==> config.mk <==
export PLATFORM = sky130hd
export DESIGN_NAME = store_buffer
export DESIGN_NICKNAME = d
export VERILOG_FILES = /design/src/rtl/store_buffer.sv
export SDC_FILE = /design/constraint.sdc
export NUM_CORES = 1
export LEC_CHECK = 0
export BUFFER_PORTS_ARGS = -buffer_cell sky130_fd_sc_hd__buf_2
export CELL_PAD_IN_SITES_DETAIL_PLACEMENT = 0
export CELL_PAD_IN_SITES_GLOBAL_PLACEMENT = 1
export CORE_ASPECT_RATIO = 1.4
export CORE_MARGIN = 5
export CORE_UTILIZATION = 43
export CTS_BUF_LIST = sky130_fd_sc_hd__clkbuf_4 sky130_fd_sc_hd__clkbuf_8 sky130_fd_sc_hd__clkbuf_16
export DETAILED_ROUTE_END_ITERATION = 8
export GPL_TIMING_DRIVEN = 0
export HOLD_SLACK_MARGIN = 0.02
export MAX_ROUTING_LAYER = met4
export PLACE_DENSITY_LB_ADDON = 0.1
export SLEW_MARGIN = 0
export SYNTH_ARGS = -nofsm -noshare
export SYNTH_HDL_FRONTEND = slang
export SYNTH_SLANG_ARGS = --single-unit
==> constraint.sdc <==
create_clock -name clk -period 3.6 [get_ports clk]
set_clock_uncertainty 0.2 [all_clocks]
set_input_delay 0.54 -clock clk [delete_from_list [all_inputs] [get_ports clk]]
set_output_delay 0.54 -clock clk [all_outputs]
set_load 0.05 [all_outputs]
==> src/rtl/store_buffer.sv <==
// Posted-write store buffer: in-order drain to memory over req/ack, youngest-match load forwarding.
// Push lands in one edge; mem_req follows one cycle later; forwarding is combinational from occupied entries.
module store_buffer #(
  parameter int DEPTH  = 4,
  parameter int DATA_W = 32,
  parameter int ADDR_W = 32
) (
  input  logic                       clk,
  input  logic                       reset,
  input  logic                       st_valid,
  input  logic [ADDR_W-1:0]          st_addr,
  input  logic [DATA_W-1:0]          st_data,
  input  logic [ADDR_W-1:0]          ld_addr,
  output logic                       ld_hit,
  output logic [DATA_W-1:0]          ld_data,
  output logic                       full,
  output logic                       empty,
  output logic [$clog2(DEPTH):0]     count,
  output logic                       overflow,
  output logic                       mem_req,
  output logic [ADDR_W-1:0]          mem_addr,
  output logic [DATA_W-1:0]          mem_wdata,
  input  logic                       mem_ack
);

  localparam int PW = $clog2(DEPTH);
  localparam int CW = PW + 1;

  typedef enum logic {IDLE, REQ} state_t;

  logic [ADDR_W-1:0] addr_q [DEPTH];
  logic [DATA_W-1:0] data_q [DEPTH];
  logic [PW-1:0]     wr_ptr;
  logic [PW-1:0]     rd_ptr;
  logic [CW-1:0]     count_next;
  state_t            state;
  logic              push;
  logic              pop;
  logic [PW-1:0]     fwd_idx;
  logic [1:0]        unused_ld_lo;

  assign unused_ld_lo = ld_addr[1:0];

  assign full  = (count == CW'(DEPTH));
  assign empty = (count == '0);
  // A pop in the same edge never makes room for a push: full is judged on the registered count.
  assign push  = st_valid & ~full;
  assign pop   = mem_req & mem_ack;

  always_comb begin
    count_next = count;
    case ({push, pop})
      2'b10:   count_next = count + 1'b1;
      2'b01:   count_next = count - 1'b1;
      default: count_next = count;
    endcase
  end

  always_ff @(posedge clk or posedge reset) begin
    if (reset) begin
      wr_ptr   <= '0;
      rd_ptr   <= '0;
      count    <= '0;
      overflow <= 1'b0;
      state    <= IDLE;
    end else begin
      count <= count_next;
      if (push) wr_ptr <= wr_ptr + 1'b1;
      if (pop)  rd_ptr <= rd_ptr + 1'b1;
      if (st_valid && full) overflow <= 1'b1;
      case (state)
        IDLE: if (count != '0 || push) state <= REQ;
        REQ:  if (pop && count_next == '0) state <= IDLE;
        default: state <= IDLE;
      endcase
    end
  end

  always_ff @(posedge clk) begin
    if (push) begin
      addr_q[wr_ptr] <= st_addr;
      data_q[wr_ptr] <= st_data;
    end
  end

  assign mem_req   = (state == REQ);
  assign mem_addr  = mem_req ? addr_q[rd_ptr] : '0;
  assign mem_wdata = mem_req ? data_q[rd_ptr] : '0;

  // Scan oldest to youngest so the last match, the youngest store, wins.
  always_comb begin
    ld_hit  = 1'b0;
    ld_data = '0;
    fwd_idx = '0;
    for (int i = 0; i < DEPTH; i++) begin
      fwd_idx = rd_ptr + PW'(i);
      if (CW'(i) < count && addr_q[fwd_idx][ADDR_W-1:2] == ld_addr[ADDR_W-1:2]) begin
        ld_hit  = 1'b1;
        ld_data = data_q[fwd_idx];
      end
    end
  end

endmodule

Word-level counts from Yosys, hierarchy flattened
Memories as Yosys holds them, arrays and structs flattened.
Index checks and enable logic that the tools add are counted.
{"block": "totals", "in_bits": 100, "mem_count": 2, "elab_cells": 54, "output_inout_bits": 104, "regBits": 9, "mem_bits_rw": 256}
{"memory": "addr_q", "words": 4, "word_bits": 32, "read_ports": 4, "rd_clocked_by_memory_dff": 0, "wr": 1, "line_no": "31", "rtl": "logic [ADDR_W-1:0] addr_q [DEPTH];"}
{"memory": "data_q", "words": 4, "word_bits": 32, "read_ports": 4, "rd_clocked_by_memory_dff": 0, "wr": 1, "line_no": "32", "rtl": "logic [DATA_W-1:0] data_q [DEPTH];"}
{"block": "op_classes", "n_bitwise": 4, "reduce_logical": 10, "muxes": 16, "addsub": 6, "order_cmp": 4, "eq_ne": 7}
{"cell": "2-to-1 mux 32 bit", "count": 6}
{"cell": "equality test 30 bit", "count": 4}
{"cell": "2-to-1 mux 1 bit", "count": 8}
{"cell": "logical AND 1 bit", "count": 6}
{"cell": "logical NOT 3 bit", "count": 2}
{"cell": "less-than comparator 1 x 3 -> 1 bit, first input constant", "count": 2}
{"cell": "less-than comparator 2 x 3 -> 1 bit, first input constant", "count": 2}
{"cell": "one-hot mux 3 bit (2 select lines)", "count": 1}
{"cell": "adder 2 x 1 -> 2 bit, second input constant", "count": 2}
{"cell": "adder 2 bit, second input constant", "count": 2}
{"cell": "adder 3 x 1 -> 3 bit, second input constant", "count": 1}
{"cell": "equality test 3 bit, second input constant", "count": 1}
{"cell": "nonzero test 3 bit", "count": 1}
{"cell": "subtractor 3 x 1 -> 3 bit, second input constant", "count": 1}
{"cell": "bitwise AND 1 bit", "count": 2}
{"cell": "equality test 2 x 1 -> 1 bit, second input constant", "count": 1}
{"cell": "equality test 2 bit, second input constant", "count": 1}
{"cell": "inverter 1 bit", "count": 2}
{"cell": "one-hot mux 1 bit (2 select lines)", "count": 1}
{"cell": "logical OR 1 bit", "count": 1}

Longest topological paths before layout
{"block": "logic_depth", "ltp_word": 9, "mapped_depth": 17, "ltp_nobuf": 11}

Worst setup path before layout
No wires, ideal clock.
{"block": "synth_timing", "path_type": "register to output", "start": "register rd_ptr[1]", "end": "output port ld_data[22]", "path_slack_ps": -1160, "arrival_ps": 4020, "required_ps": 2860, "stages_incl_launch_ff": 17, "n_path_buf": 8, "cell_sequence": "dfrtp_1 -> buf_2 -> buf_4 -> buf_6 -> buf_6 -> buf_6 -> buf_6 -> buf_2 -> mux2i_1 -> mux2i_1 -> xor2_1 -> nor4_1 -> nand4_1 -> nor3_2 -> nand2_1 -> buf_2 -> o32ai_1"}
{"block": "synth_between", "elab_chain_len": 7, "elab_cells_between_ends": 17, "cone_classes": "3 x add/sub; 4 x eq/ne; 4 x mux; 4 x reduce/logical; 2 x memory"}
{"element": "start: declaration", "line_no": "34", "rtl": "logic [PW-1:0] rd_ptr;"}
{"element": "start signal: assignment", "line_no": "69", "rtl": "if (pop) rd_ptr <= rd_ptr + 1'b1;"}
{"element": "adder 2 x 1 -> 2 bit or memory (4 x 32 bit) (tied branches)"}
{"element": "memory (4 x 32 bit) or equality test 30 bit (tied branches)"}
{"element": "equality test 30 bit or logical AND 1 bit (tied branches)", "line_no": "97", "rtl": "if (CW'(i) < count && addr_q[fwd_idx][ADDR_W-1:2] == ld_addr[ADDR_W-1:2]) begin"}
{"element": "logical AND 1 bit or 2-to-1 mux 32 bit (tied branches)", "line_no": "97"}
{"element": "2-to-1 mux 32 bit (2 in a row)", "line_no": "97"}
{"element": "2-to-1 mux 32 bit (*)", "line_no": "97"}
{"element": "end: declaration", "line_no": "15", "rtl": "output logic [DATA_W-1:0] ld_data,"}
Every way passes the cells marked *; elsewhere a longest branch is shown, timed or not.

Worst setup path in the final report
{"block": "layout_timing", "start": "register rd_ptr[0]", "end": "output port ld_data[1]"}
The elaborated chain is that of the path after synthesis.

==> summary.md <==
| Metric | Value |
|---|---|
| Average cell area after synthesis | `11.3 um^2` |
| Synthesis warning total | `0` |
| Initial Util | `0.434` |
| Yosys reg bits | `265` |
| Post-synthesis mux area share | `0.218` |
| Final Critical Period | `5.09 ns` |
| CTS clk-pin slew, worst paths | `0.06 ns` |
| Hold/Removal Path Class | `primary input to register` |
| Most frequent cells in the layout | `256 x edfxtp_1, 161 x mux2i_1, 118 x nand2_1` |
| I/O pins | `204` |
| Setup repair after global routing missed its margin | `true` |
| Synth Area in Compound Gates | `0.127` |
| Share of layout cells above drive strength 1 | `0.405` |
| Combinational cell fraction of total power | `0.692` |
| CP endpoint kind | `primary output` |
| Total gr overflow | `0` |
| Async SR Flop Fraction | `0.0340` |
| Core ar. | `0.0403 mm^2` |
| Vias | `14800` |
| Crit path cell chain | `buf_12, buf_12, buf_12, mux4_2, xor2_2, nor4b_2, nand4_1, nor3_4, buf_12, and2_1, buf_6, xnor2_4, buf_12, a2111oi_4, o32ai_4, buf_6` |
| Drt first-iter violations | `920` |
| Slew at the pin with the worst max-slew slack | `0.987 ns` |
| Commonest non-fill, non-tap cell in the layout | `edfxtp_1` |
| Synth Flop Type | `edfxtp_1` |
| Horiz. Die Dim | `180 um` |
| Initial antenna violation count | `1` |
| Final Setup Violations | `75` |
| Die Area | `0.0448 mm^2` |
| Final period util | `1.41` |
| Syn Std Cell Area | `0.0175 mm^2` |
| P per Cell Area | `963 mW/mm^2` |
| CP max stage delay | `0.44 ns` |
| Fmax | `196 MHz` |
| CTS buffer count | `30` |
| Max Fanout on Critical Path | `10` |
| Clock power frac | `0.126` |
| Switching part of the total | `0.470` |
| Hold Fails Final Rpt | `0` |
| Sw Pwr | `11600 uW` |
| Failing checks | `setup timing` |
| GP Congestion | `1.00` |
| Simple-Gate Fraction of Synth Area | `0.0966` |
| Clock Sinks | `265` |
| First-pass GRT wire length | `103000 um` |
| Antenna viol nets, final | `0` |
| Post-Route Utilization | `0.636` |
| Synth-to-Final Area Change | `46.7%` |
| Setup ws final | `-1.49 ns` |
| NumNets Final | `2034` |
| Clk root buf | `clkbuf_16` |
| Status | `finished, violations left` |
| TNS Setup | `-72.72 ns` |
| CP required | `2.86 ns` |
| Clk buf depth | `3` |
| Die Span Y | `248 um` |
| Syn_nets | `1650` |
| Max_slew headroom | `0.342` |
| Sequential fraction of the synthesis area | `0.453` |
| Drt wl/cell | `28.9 um` |
| Largest net degree at the start of global routing | `51` |
| H-Tree Depth | `1` |
| Slowest stage cell on the critical path | `mux4_2` |
| Clk_lat worst skew | `0.58 ns` |
| Synth Area in Adders | `0.00716` |
| Worst Setup Path Type | `register to primary output` |
| Synth Area in XOR/XNOR | `0.0562` |
| Vias in the first global route | `15500` |
| Port Buf Inserts | `176` |
| DRC viols | `0` |
| Post-detail-place hpwl | `50300 um` |
| Final Max Slew Viols | `0` |
| CP most frequent cell | `buf_12` |
| Post-DR vias/cell | `5.95` |
| Netlist cell types | `68` |
| CP Launch Type | `register` |
| DRT Pass-1 Iters | `5` |
| Placed Instance Area | `0.0204 mm^2` |
| Tot GR Track Use | `0.314` |
| VDD IR max | `0.632 mV` |
| CTS tree | `built` |
| Internal Dissipation | `13100 uW` |
| Number of enable flip-flop cells after synthesis | `256` |
| Core Rows | `87` |
| Static leakage | `0.00961 uW` |
| Syn Inst Count | `1540` |
| Final Instance Area | `0.0256 mm^2` |
| Sequential power share | `0.182` |
| Maxcap violations | `0` |
| Routed wire length | `71700 um` |
| Fillers | `3192` |
| Hold_ws | `0.153 ns` |
| Final Total Pwr | `24700 uW` |
| Largest family of logic cells by synthesized area | `multiplexers` |
| Arrival @ worst endpoint | `4.35 ns` |
synth_stat cells (15+ instances only):
cell	instances	area share
a21oi_1	79	0.023
mux4_2	25	0.032
buf_2	37	0.011
inv_1	18	0.0039
nand4_1	21	0.0075
xor2_1	34	0.017
o32ai_1	28	0.014
mux2i_1	200	0.11
edfxtp_1	256	0.44
o211ai_1	31	0.013
nor2_1	113	0.024
a21boi_0	28	0.012
a2111oi_2	20	0.017
a211oi_1	15	0.0064
o22ai_1	16	0.0057
clkbuf_1	61	0.013
mux2_2	104	0.067
o21ai_0	19	0.0054
nand2_1	151	0.032
buf_1	16	0.0034
xnor2_1	75	0.038
and2_1	24	0.0086
worst paths after layout:
kind	cells after the start	endpoint	start	slack, ns
worst max-delay path	16	ld_data[1]	rd_ptr[0]	-1.49
worst min-delay path	3	mem_req	mem_ack	0.15
worst max register to register	7	data_q[1][22]	count[0]	0.62
worst min register to register	1	overflow	overflow	0.26
max in group asynchronous	3	count[0]	reset	2.65
min in group asynchronous	3	overflow	reset	0.27
area by class of cell:
type	count	area [um^2]	share of cell area
Tap cell	534	668	0.0261
Timing Repair Buffer	353	3510	0.137
Sequential cell	265	7920	0.309
Buffer	132	1420	0.0556
Clock buffer	38	853	0.0333
Antenna cell	2	5.00	0.000195
Multi-Input combinational cell	1123	11000	0.430
Clock inverter	18	148	0.00576
Inverter	19	78.8	0.00308
power by group through the flow:
| stage | clock (uW) | sequential [uW] | combinational (uW) |
|---|---|---|---|
| 2_1_floorplan | 0 | 4470 | 9480 |
| 4_1_cts | 3140 | 4460 | 16100 |
| 5_1_grt | 3270 | 4550 | 17700 |
| 3_3_place_gp | 0 | 4510 | 13200 |
| 3_5_place_dp | 0 | 4510 | 13300 |
| 6_report | 3100 | 4490 | 17100 |
worst max-delay path: cells and delay by family, from the launching register on:
| kind | cells | cell delay, ns |
|---|---|---|
| flip-flops | 1 | 0.43 |
| multiplexers | 1 | 0.44 |
| AND/OR/NAND/NOR | 4 | 0.84 |
| XOR/XNOR | 2 | 0.38 |
| buffers and inverters | 7 | 1.09 |
| AO/OA/AOI/OAI | 2 | 0.56 |
per-layer routing:
| metal | up-vias | part of all wire | wire length (um) | track usage |
|---|---|---|---|---|
| met5 | - | 0 | 0 | - |
| li1 | 6605 | - | - | - |
| met3 | 201 | 0.049 | 3500 | 0.0342 |
| met4 | 0 | 0.065 | 4640 | 0.171 |
| met1 | 7376 | 0.36 | 25700 | 0.337 |
| met2 | 589 | 0.53 | 37900 | 0.564 |
flip-flops by register name, summed over array words and instances (netlist names):
name / count
wr_ptr: 2
addr_q: 128
count: 3
data_q: 128
overflow: 1
rd_ptr: 2
mem_req: 1
logic make-up (layout without fill, tap and decap cells):
family | Yosys count | in the layout
xor+xnor | 110 | 110
fa+ha+maj | 10 | 10
compound gates | 298 | 298
other cells | 0 | 2
flops | 265 | 265
mux | 332 | 332
simple gates | 371 | 373
buf+inv | 154 | 560
repair_timing:
action / in CTS / in global routing
hold buffers: 66 / 0
cloned: 4 / 8
resized for setup: 466 / 144
setup endpoints to repair: 99 / 88
hold endpoints to repair: 266 / 0
buffers inserted: 59 / 38
pin swaps: 50 / 61
metrics by stage:
| step | cells | setup WS, ns |
|---|---|---|
| floorplan | 1540 | -0.387 |
| global placement | 2250 | -2.45 |
| detailed placement | 2254 | -2.35 |
| CTS | 2439 | -1.57 |
| global route | 2483 | -1.59 |
| finish | 2484 | -1.49 |
No activity file was read; power rests on OpenSTA's default activity.
